## src/rtl/mem_stage_lsu.sv

```systemverilog
// rtl/mem_stage_lsu.sv - MEM-stage load/store unit: req/ack data port, load align/extend, upstream stall
// Optional access timeout: define LSU_TIMEOUT_EN.
module mem_stage_lsu #(
    parameter int TIMEOUT_CYCLES = 16
) (
    input  logic        clk,
    input  logic        rst_n,
    input  logic        EX_VALID,
    input  logic [31:0] EX_ALU_RES,
    input  logic [31:0] EX_RS2_DATA,
    input  logic        EX_MEM_RD,
    input  logic        EX_MEM_WR,
    input  logic [1:0]  EX_MEM_SIZE,
    input  logic        EX_MEM_UNSIGNED,
    input  logic [1:0]  EX_RF_D_SEL,
    output logic        DM_REQ,
    output logic        DM_WE,
    output logic [31:0] DM_ADDR,
    output logic [31:0] DM_WDATA,
    output logic [3:0]  DM_BE,
    input  logic [31:0] DM_RDATA,
    input  logic        DM_ACK,
    output logic [31:0] MEM_ALU_RES,
    output logic [31:0] MEM_DM_Q,
    output logic [1:0]  MEM_RF_D_SEL,
    output logic        MEM_VALID,
    output logic        MEM_MISALIGN,
    output logic        MEM_BUS_ERR,
    output logic        MEM_STALL
);

    typedef enum logic {IDLE, ACCESS} state_t;

    state_t      state_q, state_d;
    logic        dm_req_q, dm_req_d;
    logic        dm_we_q, dm_we_d;
    logic [31:0] dm_addr_q, dm_addr_d;
    logic [31:0] dm_wdata_q, dm_wdata_d;
    logic [3:0]  dm_be_q, dm_be_d;
    logic [31:0] alu_res_q, alu_res_d;
    logic [31:0] dm_q_q, dm_q_d;
    logic [1:0]  rf_d_sel_q, rf_d_sel_d;
    logic        valid_q, valid_d;
    logic        misalign_q, misalign_d;
    logic        is_load_q, is_load_d;
    logic [1:0]  ld_size_q, ld_size_d;
    logic        ld_uns_q, ld_uns_d;
    logic [1:0]  ld_off_q, ld_off_d;

`ifdef LSU_TIMEOUT_EN
    localparam int CNT_W = $clog2(TIMEOUT_CYCLES + 1);
    localparam logic [CNT_W-1:0] TMO_LAST = CNT_W'(TIMEOUT_CYCLES - 1);
    logic [CNT_W-1:0] tmo_cnt_q, tmo_cnt_d;
    logic             bus_err_q, bus_err_d;
`endif

    logic [1:0]  ex_off;
    logic        ex_is_mem;
    logic        ex_misaligned;
    logic [3:0]  ex_be;
    logic [31:0] ex_wdata;
    logic [7:0]  ld_byte;
    logic [15:0] ld_half;
    logic [31:0] ld_data;

    always_comb begin
        ex_off        = EX_ALU_RES[1:0];
        ex_is_mem     = EX_MEM_RD | EX_MEM_WR;
        ex_misaligned = ((EX_MEM_SIZE == 2'b01) && ex_off[0]) ||
                        (EX_MEM_SIZE[1] && (ex_off != 2'b00));
        case (EX_MEM_SIZE)
            2'b00:   ex_be = 4'b0001 << ex_off;
            2'b01:   ex_be = ex_off[1] ? 4'b1100 : 4'b0011;
            default: ex_be = 4'b1111;
        endcase
        case (EX_MEM_SIZE)
            2'b00:   ex_wdata = {4{EX_RS2_DATA[7:0]}};
            2'b01:   ex_wdata = {2{EX_RS2_DATA[15:0]}};
            default: ex_wdata = EX_RS2_DATA;
        endcase
    end

    // Lane selection uses the offset captured at issue, not the live EX address.
    always_comb begin
        case (ld_off_q)
            2'b00:   ld_byte = DM_RDATA[7:0];
            2'b01:   ld_byte = DM_RDATA[15:8];
            2'b10:   ld_byte = DM_RDATA[23:16];
            default: ld_byte = DM_RDATA[31:24];
        endcase
        ld_half = ld_off_q[1] ? DM_RDATA[31:16] : DM_RDATA[15:0];
        case (ld_size_q)
            2'b00:   ld_data = ld_uns_q ? {24'h0, ld_byte} : {{24{ld_byte[7]}}, ld_byte};
            2'b01:   ld_data = ld_uns_q ? {16'h0, ld_half} : {{16{ld_half[15]}}, ld_half};
            default: ld_data = DM_RDATA;
        endcase
    end

    always_comb begin
        state_d    = state_q;
        dm_req_d   = dm_req_q;
        dm_we_d    = dm_we_q;
        dm_addr_d  = dm_addr_q;
        dm_wdata_d = dm_wdata_q;
        dm_be_d    = dm_be_q;
        alu_res_d  = alu_res_q;
        dm_q_d     = dm_q_q;
        rf_d_sel_d = rf_d_sel_q;
        valid_d    = valid_q;
        misalign_d = misalign_q;
        is_load_d  = is_load_q;
        ld_size_d  = ld_size_q;
        ld_uns_d   = ld_uns_q;
        ld_off_d   = ld_off_q;
`ifdef LSU_TIMEOUT_EN
        tmo_cnt_d  = tmo_cnt_q;
        bus_err_d  = bus_err_q;
`endif
        case (state_q)
            IDLE: begin
                valid_d    = 1'b0;
                misalign_d = 1'b0;
`ifdef LSU_TIMEOUT_EN
                bus_err_d  = 1'b0;
`endif
                if (EX_VALID) begin
                    alu_res_d  = EX_ALU_RES;
                    rf_d_sel_d = EX_RF_D_SEL;
                    dm_q_d     = 32'h0;
                    if (!ex_is_mem) begin
                        valid_d = 1'b1;
                    end else if (ex_misaligned) begin
                        misalign_d = 1'b1;
                        valid_d    = 1'b1;
                    end else begin
                        dm_req_d   = 1'b1;
                        dm_we_d    = EX_MEM_WR;
                        dm_addr_d  = {EX_ALU_RES[31:2], 2'b00};
                        dm_be_d    = ex_be;
                        dm_wdata_d = ex_wdata;
                        is_load_d  = EX_MEM_RD;
                        ld_size_d  = EX_MEM_SIZE;
                        ld_uns_d   = EX_MEM_UNSIGNED;
                        ld_off_d   = ex_off;
                        state_d    = ACCESS;
`ifdef LSU_TIMEOUT_EN
                        tmo_cnt_d  = '0;
`endif
                    end
                end
            end
            ACCESS: begin
                if (DM_ACK) begin
                    dm_req_d = 1'b0;
                    dm_q_d   = is_load_q ? ld_data : 32'h0;
                    valid_d  = 1'b1;
                    state_d  = IDLE;
`ifdef LSU_TIMEOUT_EN
                end else if (tmo_cnt_q == TMO_LAST) begin
                    dm_req_d  = 1'b0;
                    bus_err_d = 1'b1;
                    dm_q_d    = 32'h0;
                    valid_d   = 1'b1;
                    state_d   = IDLE;
                end else begin
                    tmo_cnt_d = tmo_cnt_q + 1'b1;
`endif
                end
            end
            default: state_d = IDLE;
        endcase
    end

    always_ff @(posedge clk or negedge rst_n) begin
        if (!rst_n) begin
            state_q    <= IDLE;
            dm_req_q   <= 1'b0;
            dm_we_q    <= 1'b0;
            dm_addr_q  <= 32'h0;
            dm_wdata_q <= 32'h0;
            dm_be_q    <= 4'h0;
            alu_res_q  <= 32'h0;
            dm_q_q     <= 32'h0;
            rf_d_sel_q <= 2'b00;
            valid_q    <= 1'b0;
            misalign_q <= 1'b0;
            is_load_q  <= 1'b0;
            ld_size_q  <= 2'b00;
            ld_uns_q   <= 1'b0;
            ld_off_q   <= 2'b00;
`ifdef LSU_TIMEOUT_EN
            tmo_cnt_q  <= '0;
            bus_err_q  <= 1'b0;
`endif
        end else begin
            state_q    <= state_d;
            dm_req_q   <= dm_req_d;
            dm_we_q    <= dm_we_d;
            dm_addr_q  <= dm_addr_d;
            dm_wdata_q <= dm_wdata_d;
            dm_be_q    <= dm_be_d;
            alu_res_q  <= alu_res_d;
            dm_q_q     <= dm_q_d;
            rf_d_sel_q <= rf_d_sel_d;
            valid_q    <= valid_d;
            misalign_q <= misalign_d;
            is_load_q  <= is_load_d;
            ld_size_q  <= ld_size_d;
            ld_uns_q   <= ld_uns_d;
            ld_off_q   <= ld_off_d;
`ifdef LSU_TIMEOUT_EN
            tmo_cnt_q  <= tmo_cnt_d;
            bus_err_q  <= bus_err_d;
`endif
        end
    end

    assign DM_REQ       = dm_req_q;
    assign DM_WE        = dm_we_q;
    assign DM_ADDR      = dm_addr_q;
    assign DM_WDATA     = dm_wdata_q;
    assign DM_BE        = dm_be_q;
    assign MEM_ALU_RES  = alu_res_q;
    assign MEM_DM_Q     = dm_q_q;
    assign MEM_RF_D_SEL = rf_d_sel_q;
    assign MEM_VALID    = valid_q;
    assign MEM_MISALIGN = misalign_q;
    assign MEM_STALL    = (state_q == ACCESS);
`ifdef LSU_TIMEOUT_EN
    assign MEM_BUS_ERR  = bus_err_q;
`else
    assign MEM_BUS_ERR  = 1'b0;
`endif

endmodule

```

## config.mk

```make
export PLATFORM = sky130hd
export DESIGN_NAME = mem_stage_lsu
export DESIGN_NICKNAME = d
export VERILOG_FILES = /design/src/rtl/mem_stage_lsu.sv
export SDC_FILE = /design/constraint.sdc
export NUM_CORES = 1
export LEC_CHECK = 0
export CELL_PAD_IN_SITES_DETAIL_PLACEMENT = 0
export CELL_PAD_IN_SITES_GLOBAL_PLACEMENT = 1
export CORE_MARGIN = 4
export CORE_UTILIZATION = 33
export DETAILED_ROUTE_END_ITERATION = 7
export MAX_ROUTING_LAYER = met4
export PLACE_DENSITY_LB_ADDON = 0.1
export RECOVER_POWER = 100
export SLEW_MARGIN = 0
export SYNTH_ARGS = -nofsm -noshare
export SYNTH_HDL_FRONTEND = slang
export SYNTH_SLANG_ARGS = --single-unit
```

## constraint.sdc

```tcl
create_clock -name clk -period 2.1 [get_ports clk]
set_input_delay 0.525 -clock clk [delete_from_list [all_inputs] [get_ports clk]]
set_output_delay 0.525 -clock clk [all_outputs]
set_load 0.1 [all_outputs]
```

== Word level (Yosys, flattened, before mapping) ==
Cells that the tools add are included.

* Eq/ne operators: 8
* Bitwise gates (word level): 3
* Reduce and logical (&&, ||, !) cells: 11
* Muxes and demuxes: 29
* Shifts and indexed selects: 1

{| class="wikitable"
|+ Operators with widths
! operator !! number
|-
| 32-bit case mux with 2 select lines || 3
|-
| 32-bit two-way mux || 5
|-
| 8-bit case mux with 3 select lines || 1
|-
| 16-bit two-way mux || 1
|-
| 1-bit two-way mux || 14
|-
| 2-bit inequality test (second input constant) || 4
|-
| 4-bit case mux with 2 select lines || 1
|-
| 4-bit AND reduction || 2
|-
| 2-bit by 1-bit equality test with 1-bit output (second input constant) || 3
|-
| 2-bit zero test || 3
|-
| 1-bit case mux with 2 select lines || 3
|-
| 4-bit two-way mux || 1
|-
| 2-bit AND reduction || 2
|-
| 1-bit by 2-bit << shifter with 4-bit output (first input constant) || 1
|-
| 2-bit equality test (second input constant) || 1
|-
| 1-bit logical AND || 2
|-
| 1-bit NOT || 2
|-
| 2-bit nonzero test || 1
|-
| 1-bit logical OR || 1
|-
| 1-bit OR || 1
|}

* Logic and storage cells: 67
* Bits of input ports: 107
* Register bits: 143
* Output and inout bits: 140

== Depth between registers and ports, before layout ==
Gate-level depths: netlist (run 1).

* Word-level depth: 7
* Depth in mapped cells: 7
* Gate-level depth less buffers: 4

== Least setup slack after synthesis (run 1) ==
OpenSTA, ideal clock, no wires.

* Kind: register -> register
* Start point: reg state_q (netlist: MEM_STALL)
* End point: reg dm_wdata_q[0] (netlist: DM_WDATA[0])
* Stages on the path, launching flop included: 6
* Arrival time: 2.299 ns
* Period minus slack after synthesis: 2.425 ns
* Required time: 1.975 ns
* Path slack: -0.325 ns
* Setup time: 0.125 ns
* Buffers on the path: 2
* Cell sequence: dfrtp_1 -> clkbuf_1 -> nand2b_1 -> a2111oi_4 -> buf_6 -> mux2_2

* Cells in the longest elaborated chain, start to end: 2

{| class="wikitable"
|+ Ends and longest elaborated chain
! item !! RTL line !! RTL
|-
| start, declared || 34 || <nowiki>state_t state_q, state_d;</nowiki>
|-
| start signal, assigned || 196 || <nowiki>state_q <= state_d;</nowiki>
|-
| 1-bit NOT (no line) || - ||
|-
| 4-bit AND reduction (no line) || - ||
|-
| end signal, assigned || 200 || <nowiki>dm_wdata_q <= dm_wdata_d;</nowiki>
|-
| end, declared || 38 || <nowiki>logic [31:0] dm_wdata_q, dm_wdata_d;</nowiki>
|}

No other way between the ends.
A chain may end at the register's enable or synchronous reset.

== Worst setup path in the final report (run 1) ==
* Start point: in EX_ALU_RES[1]
* End point: reg dm_wdata_q[6] (netlist: DM_WDATA[6])

* Cells in the longest elaborated chain, start to end: 5

{| class="wikitable"
|+ Ends and longest elaborated chain
! item !! RTL line !! RTL
|-
| start, declared || 9 || <nowiki>input logic [31:0] EX_ALU_RES,</nowiki>
|-
| 2-bit nonzero test || 70 || <nowiki>(EX_MEM_SIZE[1] && (ex_off != 2'b00));</nowiki>
|-
| 1-bit logical AND || 70 ||
|-
| 1-bit logical OR || 69 || <nowiki>ex_misaligned = ((EX_MEM_SIZE == 2'b01) && ex_off[0]) ||</nowiki>
|-
| 1-bit NOT (no line) || - ||
|-
| 4-bit AND reduction (no line) || - ||
|}

No other way between the ends.

==> results of run 1 <==
[worst register-to-register path, delay by kind of cell (launching register included)]
family / cells / cell delay, ns
flip-flops: 1 / 0.47
buffers and inverters: 2 / 0.39
AO/OA/AOI/OAI: 1 / 0.35
multiplexers: 1 / 0.34
AND/OR/NAND/NOR: 1 / 0.22
[per-layer routing]
layer | vias to the layer above | share of wire (%)
met5 | - | 0
met4 | 0 | 0.82
met3 | 13 | 7.9
met2 | 186 | 48
met1 | 2664 | 43
li1 | 2570 | -
[registers in the layout, indices dropped and copies added, names as in the netlist, 2 cells and up]
signal and count:
DM_BE 4, DM_ADDR 30, MEM_DM_Q 32, ld_off_q 2
MEM_RF_D_SEL 2, MEM_ALU_RES 32, ld_size_q 2, DM_WDATA 32
[layout make-up]
type                       count  share of cell area (%)
multi-input combinational    404                   29.34
tap                          260                   3.466
inverter                       5                  0.1999
clock inverter                15                   1.520
sequential                   143                   38.16
timing repair buffer         287                   22.78
clock buffer                  17                   4.532
[through the flow]
step	util [%]	std cells
floorplan	-	594
finish	49.68	1131
global route	49.68	1131
global placement	49.21	1098
detailed placement	49.21	1098
CTS	52.24	1130
[cell usage in the layout, fill, tap and decap left out, drive strengths merged, types with 4 or more instances in the layout]
cell / count
clkinv: 4
nand2: 147
o31ai: 7
o21ai: 37
nor3: 12
clkbuf: 161
nor2b: 12
nand3b: 6
inv: 16
mux2: 53
a311oi: 6
dfrtp: 143
nor2: 20
buf: 38
mux2i: 31
a22oi: 16
clkdlybuf4s50: 104
a21oi: 26
[repair_timing]
item,4_1_cts,5_1_grt
pin swaps,0,0
gates cloned,0,1
gates resized for setup,1,3
endpoints found under the setup margin,2,23
[worst paths after layout]
| check | endpoint | slack [ns] | cells past startpoint |
|---|---|---|---|
| worst max-delay path | DM_WDATA[6]$_DFFE_PN0P_ | 0.04 | 6 |
| worst min-delay path | MEM_DM_Q[30]$_DFFE_PN0P_ | 0.28 | 1 |
| worst max register to register | DM_WDATA[6]$_DFFE_PN0P_ | 0.21 | 5 |
| worst min register to register | MEM_ALU_RES[21]$_DFFE_PN0P_ | 0.47 | 2 |
| max in group asynchronous | DM_WDATA[8]$_DFFE_PN0P_ | 0.37 | 2 |
| min in group clk | MEM_ALU_RES[21]$_DFFE_PN0P_ | 0.47 | 2 |
[power by group through the flow]
| stage | logic [mW] | clock network (mW) | registers (mW) |
|---|---|---|---|
| 3_3_place_gp | 7.01 | 0 | 3.81 |
| 3_5_place_dp | 7.07 | 0 | 3.82 |
| 2_1_floorplan | 1.26 | 0 | 7.78 |
| 6_report | 6.57 | 2.92 | 3.75 |
| 4_1_cts | 7.07 | 3.01 | 3.79 |
| 5_1_grt | 6.82 | 3.13 | 3.83 |
[logic make-up after synthesis]
kind of cell | share of synthesized area, %
buf+inv | 4.390
flops | 55.80
mux | 14.85
compound gates | 10.83
xor+xnor | 0.1366
simple gates | 13.93
other cells | 0.05848
==> run metrics, run 1 <==
final hold violation count=0; area grow syn2layout=46.38%; worst skew pair latency=between 0.4 and 0.5 ns; maximum clock path buffer count=2; sequential power share=between 20% and 30%; DR pass1 iterations=4; Worst Clk Skew=0.008583 ns; diode count=0; Die H=roughly 150 microns; Die W=~150 microns; #FFs+latches synth=~140; final instance area=about 9400 sq um; max cap viols=0; Reg2Reg Launch Point=MEM_STALL$_DFF_PN0_; Hold WC Path Type=in2async; syn_area_per_cell=between 10 and 15 sq um; status=finished clean; root buffer cell=clkbuf_16; Largest delay share family, worst path=buffers and inverters; number of global-route vias before repair=between 5k and 6k; GP Congestion=~0.84; worst path bufs/invs=3; period utilisation layout=a little over nine tenths; Comb power frac=between 40% and 50%; Overall Global Routing Usage=a little under a fifth; # Post-CTS Setup Buffers=0; VDD IR max=0.8116 mV; RSZ-0062 raised after global routing=true; crit-path max FO=13; most frequent cells after synthesis=nand2_1, dfrtp_1, mux2_2; I/O pins=roughly 250; Worst slew margin=~30%; synthesized instance count=between 500 and 600; Antenna Nets Post-Route=0; met1 Resource Use GR=23.68%; setup ws final=between 0.03 and 0.04 ns; Int Pwr=approximately 6.2 mW; worst path cell trace=clkdlybuf4s50_1, or2_1, a2111oi_4, buf_4, buf_12, mux2_2; slowest CP cell=clkdlybuf4s50_1; initial antenna violation count=0; sw power=around 7 mW; # setup viols final=0; per-cell routed wire length=between 15 and 20 microns; Most used DFF post-synth=dfrtp_1; Async S/R FF share, synth=100.0%; CTS hold repair buffers=0; Seq/Total Area, Yosys=a little under three fifths; WP data required=roughly 2.4 ns; Setup TNS Final=0 ns; Reg area=roughly 3600 sq um; worst path arrival time=approximately 2.4 ns; Final HPWL DP=approximately 15000 microns; Reg clk slew, reported paths=0.07 ns; drt total wl=~20000 microns; met3 Use GR=between 6 and 7%; worst setup path start=EX_ALU_RES[1]; CTS tree=done; top post-synthesis cells by area=dfrtp_1, nand2_1, mux2_2; Power, Total=13.24 mW; Port Buf Inserts=~240; routing usage on met2=29.54%; worst hold slack=around 0.28 ns; PwrDens=~1400 nW/um^2; top-count cell post-synth=nand2_1; Synthesis Warnings=0; clock power share=between 20% and 30%; Period minus WS final=2.063 ns; Slew Viols, Final=0; Max Freq=484.8 MHz; count of cell types in the netlist=between 40 and 50; Netlist Area Pre-Place=around 6400 sq um; Worst Setup Start Kind=input pin; sw frac=53.00%; LEAKAGE=4.501 nW; total die area=roughly 22000 sq um; sinks on the clock net=around 140; gr busiest metal=met2; layout cell share with drive strength beyond 1=between 30 and 40%; DP Area=9296 sq um; CP Class=in2reg; Rows=50; Fillers=1842; GRT overflow=0; CTS Buf Count=17; vias per cell=slightly below 5; DRT iter0 DRCs=roughly 300; area of the multi-input gates=around 2800 sq um; crit end category=register; Vias=approximately 5.4k; CTS H-Tree Depth=4; dominant cell type by area after synthesis=dfrtp_1; largest net degree at the start of global routing=42; area share of the largest cell type after synthesis=between 50% and 60%; Residual DRC=0; actual slew at the worst max-slew pin=about 1.0 ns; crit-path max cell delay=0.42 ns; number of nets in the layout=between 900 and 1k; core area=about 19000 sq um; Place WS=-0.4624 ns; Initial Util=roughly a third; first-pass GRT wire length=approximately 32000 microns; Post-synth EDFFs=0
Note: power is estimated with default switching activity, not from simulation.
==> run 2: changes to the inputs <==
--- a/config.mk
+++ b/config.mk
@@ -8,10 +8,11 @@
 export CELL_PAD_IN_SITES_DETAIL_PLACEMENT = 0
 export CELL_PAD_IN_SITES_GLOBAL_PLACEMENT = 1
 export CORE_MARGIN = 4
-export CORE_UTILIZATION = 33
+export CORE_UTILIZATION = 25
+export CTS_BUF_LIST = sky130_fd_sc_hd__clkbuf_8
 export DETAILED_ROUTE_END_ITERATION = 7
 export MAX_ROUTING_LAYER = met4
-export PLACE_DENSITY_LB_ADDON = 0.1
+export PLACE_DENSITY = 0.69
 export RECOVER_POWER = 100
 export SLEW_MARGIN = 0
 export SYNTH_ARGS = -nofsm -noshare
==> run 2 against run 1 <==
- setup slack worse by 0.0059 ns
- routed wire length up 6.9%
- clock-buffer cell count up 1
==> run metrics, run 2 (synthesis gave the netlist of run 1 again) <==
Rows=58 (was 50); first-pass GRT wire length=33320 microns (was 31640 microns); DR pass1 iterations=4 (unchanged); final core utilization=36.83% (was 49.68%); CTS H-Tree Depth=4 (unchanged); Hold WC Path Type=reg2reg (was in2async); Worst Setup Start Kind=input pin (unchanged); CP Class=in2reg (unchanged); drt total wl=21290 microns (was 19920 microns); number of global-route vias before repair=5673 (was 5792); Vias=5415 (was 5433); Residual DRC=0 (unchanged); layout cell share with drive strength beyond 1=30.79% (was 33.18%); most common cell after layout, fill and taps aside=nand2_1 (unchanged); Reg2Reg Setup Slack=0.11 ns (was 0.21 ns); period utilisation layout=98.51% (was 98.22%); Fillers=2661 (was 1842); area grow syn2layout=44.64% (was 46.38%); root buffer cell=clkbuf_8 (was clkbuf_16); maximum clock path buffer count=2 (unchanged); actual slew at the worst max-slew pin=0.9293 ns (was 1.046 ns); RSZ-0062 raised after global routing=false (was true); max cap viols=0 (unchanged); Initial Util=25.46% (was 33.94%); CTS tree=done (unchanged); crit end category=register (unchanged); initial antenna violation count=0 (unchanged); vias per cell=4.486 (was 4.804); core area=25180 sq um (was 18890 sq um); Die W=168.2 microns (was 147.4 microns); largest net degree at the start of global routing=47 (was 42); status=finished clean (unchanged); Max Freq=483.4 MHz (was 484.8 MHz); Critical R2R Capture=MEM_DM_Q[20]$_DFFE_PN0P_ (was DM_WDATA[6]$_DFFE_PN0P_); Reg2Reg Launch Point=ld_off_q[1]$_DFFE_PN0P_ (was MEM_STALL$_DFF_PN0_); per-cell routed wire length=17.64 microns (was 17.61 microns); PwrDens=1349 nW/um^2 (was 1410 nW/um^2); WP data required=2.43 ns (was 2.40 ns); Antenna Nets Post-Route=0 (unchanged); Slew Viols, Final=0 (unchanged); number of nets in the layout=971 (was 965); CTS Buf Count=17 (unchanged); Place WS=-0.5568 ns (was -0.4624 ns); # setup viols final=0 (unchanged); diode count=0 (unchanged); I/O pins=247 (unchanged); total die area=28280 sq um (was 21730 sq um); setup ws final=0.03135 ns (was 0.03729 ns); HP Start=MEM_ALU_RES[20]$_DFFE_PN0P_; worst path cell trace=clkdlybuf4s50_1, or2_1, a2111oi_4, buf_4, buf_12, mux2_2 (unchanged); GP Congestion=0.7974 (was 0.8353); Die H=168.2 microns (was 147.4 microns); FF-to-FF path depth=5 (unchanged); DRT iter0 DRCs=252 (was 296); crit-path max cell delay=0.46 ns (was 0.42 ns); crit-path max FO=11 (was 13); GRT overflow=0 (unchanged); VDD IR max=0.6676 mV (was 0.8116 mV); commonest non-fill, non-tap cells in the layout=nand2_1, dfrtp_1, clkbuf_2, clkdlybuf4s50_1, o21ai_0 (unchanged); hold depth=2; slowest CP cell=clkdlybuf4s50_1 (unchanged); Worst Clk Skew=0.009663 ns (was 0.008583 ns); Reg clk slew, reported paths=0.09 ns (was 0.07 ns); Overall Global Routing Usage=15.41% (was 18.79%); # Post-CTS Setup Buffers=0 (unchanged); worst skew pair latency=0.45 ns (was 0.42 ns); Worst slew margin=38.05% (was 30.29%); sinks on the clock net=143 (unchanged); Port Buf Inserts=243 (unchanged); final hold violation count=0 (unchanged); Hold Crit Endpoint=MEM_ALU_RES[20]$_DFFE_PN0P_; LEAKAGE=4.408 nW (was 4.501 nW); worst path arrival time=2.40 ns (was 2.36 ns); Final HPWL DP=15780 microns (was 14600 microns); Period minus WS final=2.069 ns (was 2.063 ns)
-- run 2: how the worst max path moves through the flow --
stage / start / end / slack (ns) / cells after the start
2_1_floorplan: MEM_STALL$_DFF_PN0_ / DM_WDATA[0]$_DFFE_PN0P_ / -0.08 / 5
3_3_place_gp: DM_RDATA[7] / MEM_DM_Q[12]$_DFFE_PN0P_ / -0.52 / 5
3_5_place_dp: DM_RDATA[7] / MEM_DM_Q[11]$_DFFE_PN0P_ / -0.56 / 5
4_1_cts: EX_ALU_RES[0] / DM_ADDR[19]$_DFFE_PN0P_ / 0.07 / 6
5_1_grt: EX_MEM_SIZE[1] / DM_WDATA[25]$_DFFE_PN0P_ / 0.01 / 5
6_report: EX_ALU_RES[0] / DM_ADDR[19]$_DFFE_PN0P_ / 0.03 / 6
-- run 2: timing repair --
action | in CTS | in global routing
hold buffers | 1 | 0
setup endpoints to repair | 8 | 1
hold endpoints to repair | 27 | 0
gates resized for setup | 1 | 1
-- run 2: layout make-up --
class                   count  area (sq um)  area share [%]
multi-input cells         404          2650           28.57
inverters                   5         18.77          0.2023
well taps                 330         412.9           4.452
repair buffers            293          2221           23.94
flip-flops and latches    143          3582           38.62
clock inverters            14         142.6           1.538
clock buffers              18         247.7           2.671
-- run 2: through the flow --
| step | hold slack, ns | TNS, ns | cells | area (sq um) | power (mW) |
|---|---|---|---|---|---|
| CTS | 0.4858 | 0 | 1207 | 9884 | 13.30 |
| global route | 0.5134 | 0 | 1207 | 9275 | 13.08 |
| global placement | 0.4393 | -27.63 | 1174 | 9479 | 10.94 |
| detailed placement | 0.4425 | -32.68 | 1174 | 9479 | 10.97 |
| floorplan | 0.2294 | -3.919 | 594 | 6624 | 9.042 |
| finish | 0.4750 | 0 | 1207 | 9275 | 12.51 |
-- run 2: where the power goes --
group | switching [mW] | leakage (nW) | internal [mW]
Combinational | 5.30 | 2.45 | 1.24
Sequential | 0.389 | 1.75 | 3.33
Clock | 1.24 | 0.201 | 1.01
Total | 6.93 | 4.41 | 5.59
-- run 2: layer usage --
metal	up-vias	routed length (microns)	global-route usage, %
met5	-	0	-
met4	0	384	4.270
met3	23	1512	4.649
met2	200	9667	22.87
met1	2616	9721	20.56
li1	2576	-	-
-- run 2: critical path, delay by kind of cell --
| family | cells | cell delay, ns |
|---|---|---|
| AND/OR/NAND/NOR | 1 | 0.28 |
| multiplexers | 1 | 0.34 |
| AO/OA/AOI/OAI | 1 | 0.38 |
| buffers and inverters | 3 | 0.87 |
==> run 3: changes to the inputs <==
--- a/config.mk
+++ b/config.mk
@@ -14,6 +14,7 @@
 export MAX_ROUTING_LAYER = met4
 export PLACE_DENSITY = 0.69
 export RECOVER_POWER = 100
+export SKIP_LAST_GASP = 1
 export SLEW_MARGIN = 0
 export SYNTH_ARGS = -nofsm -noshare
 export SYNTH_HDL_FRONTEND = slang
==> results of run 3 <==
Same layout as run 2: the final DEF is identical, and so are final timing and power.
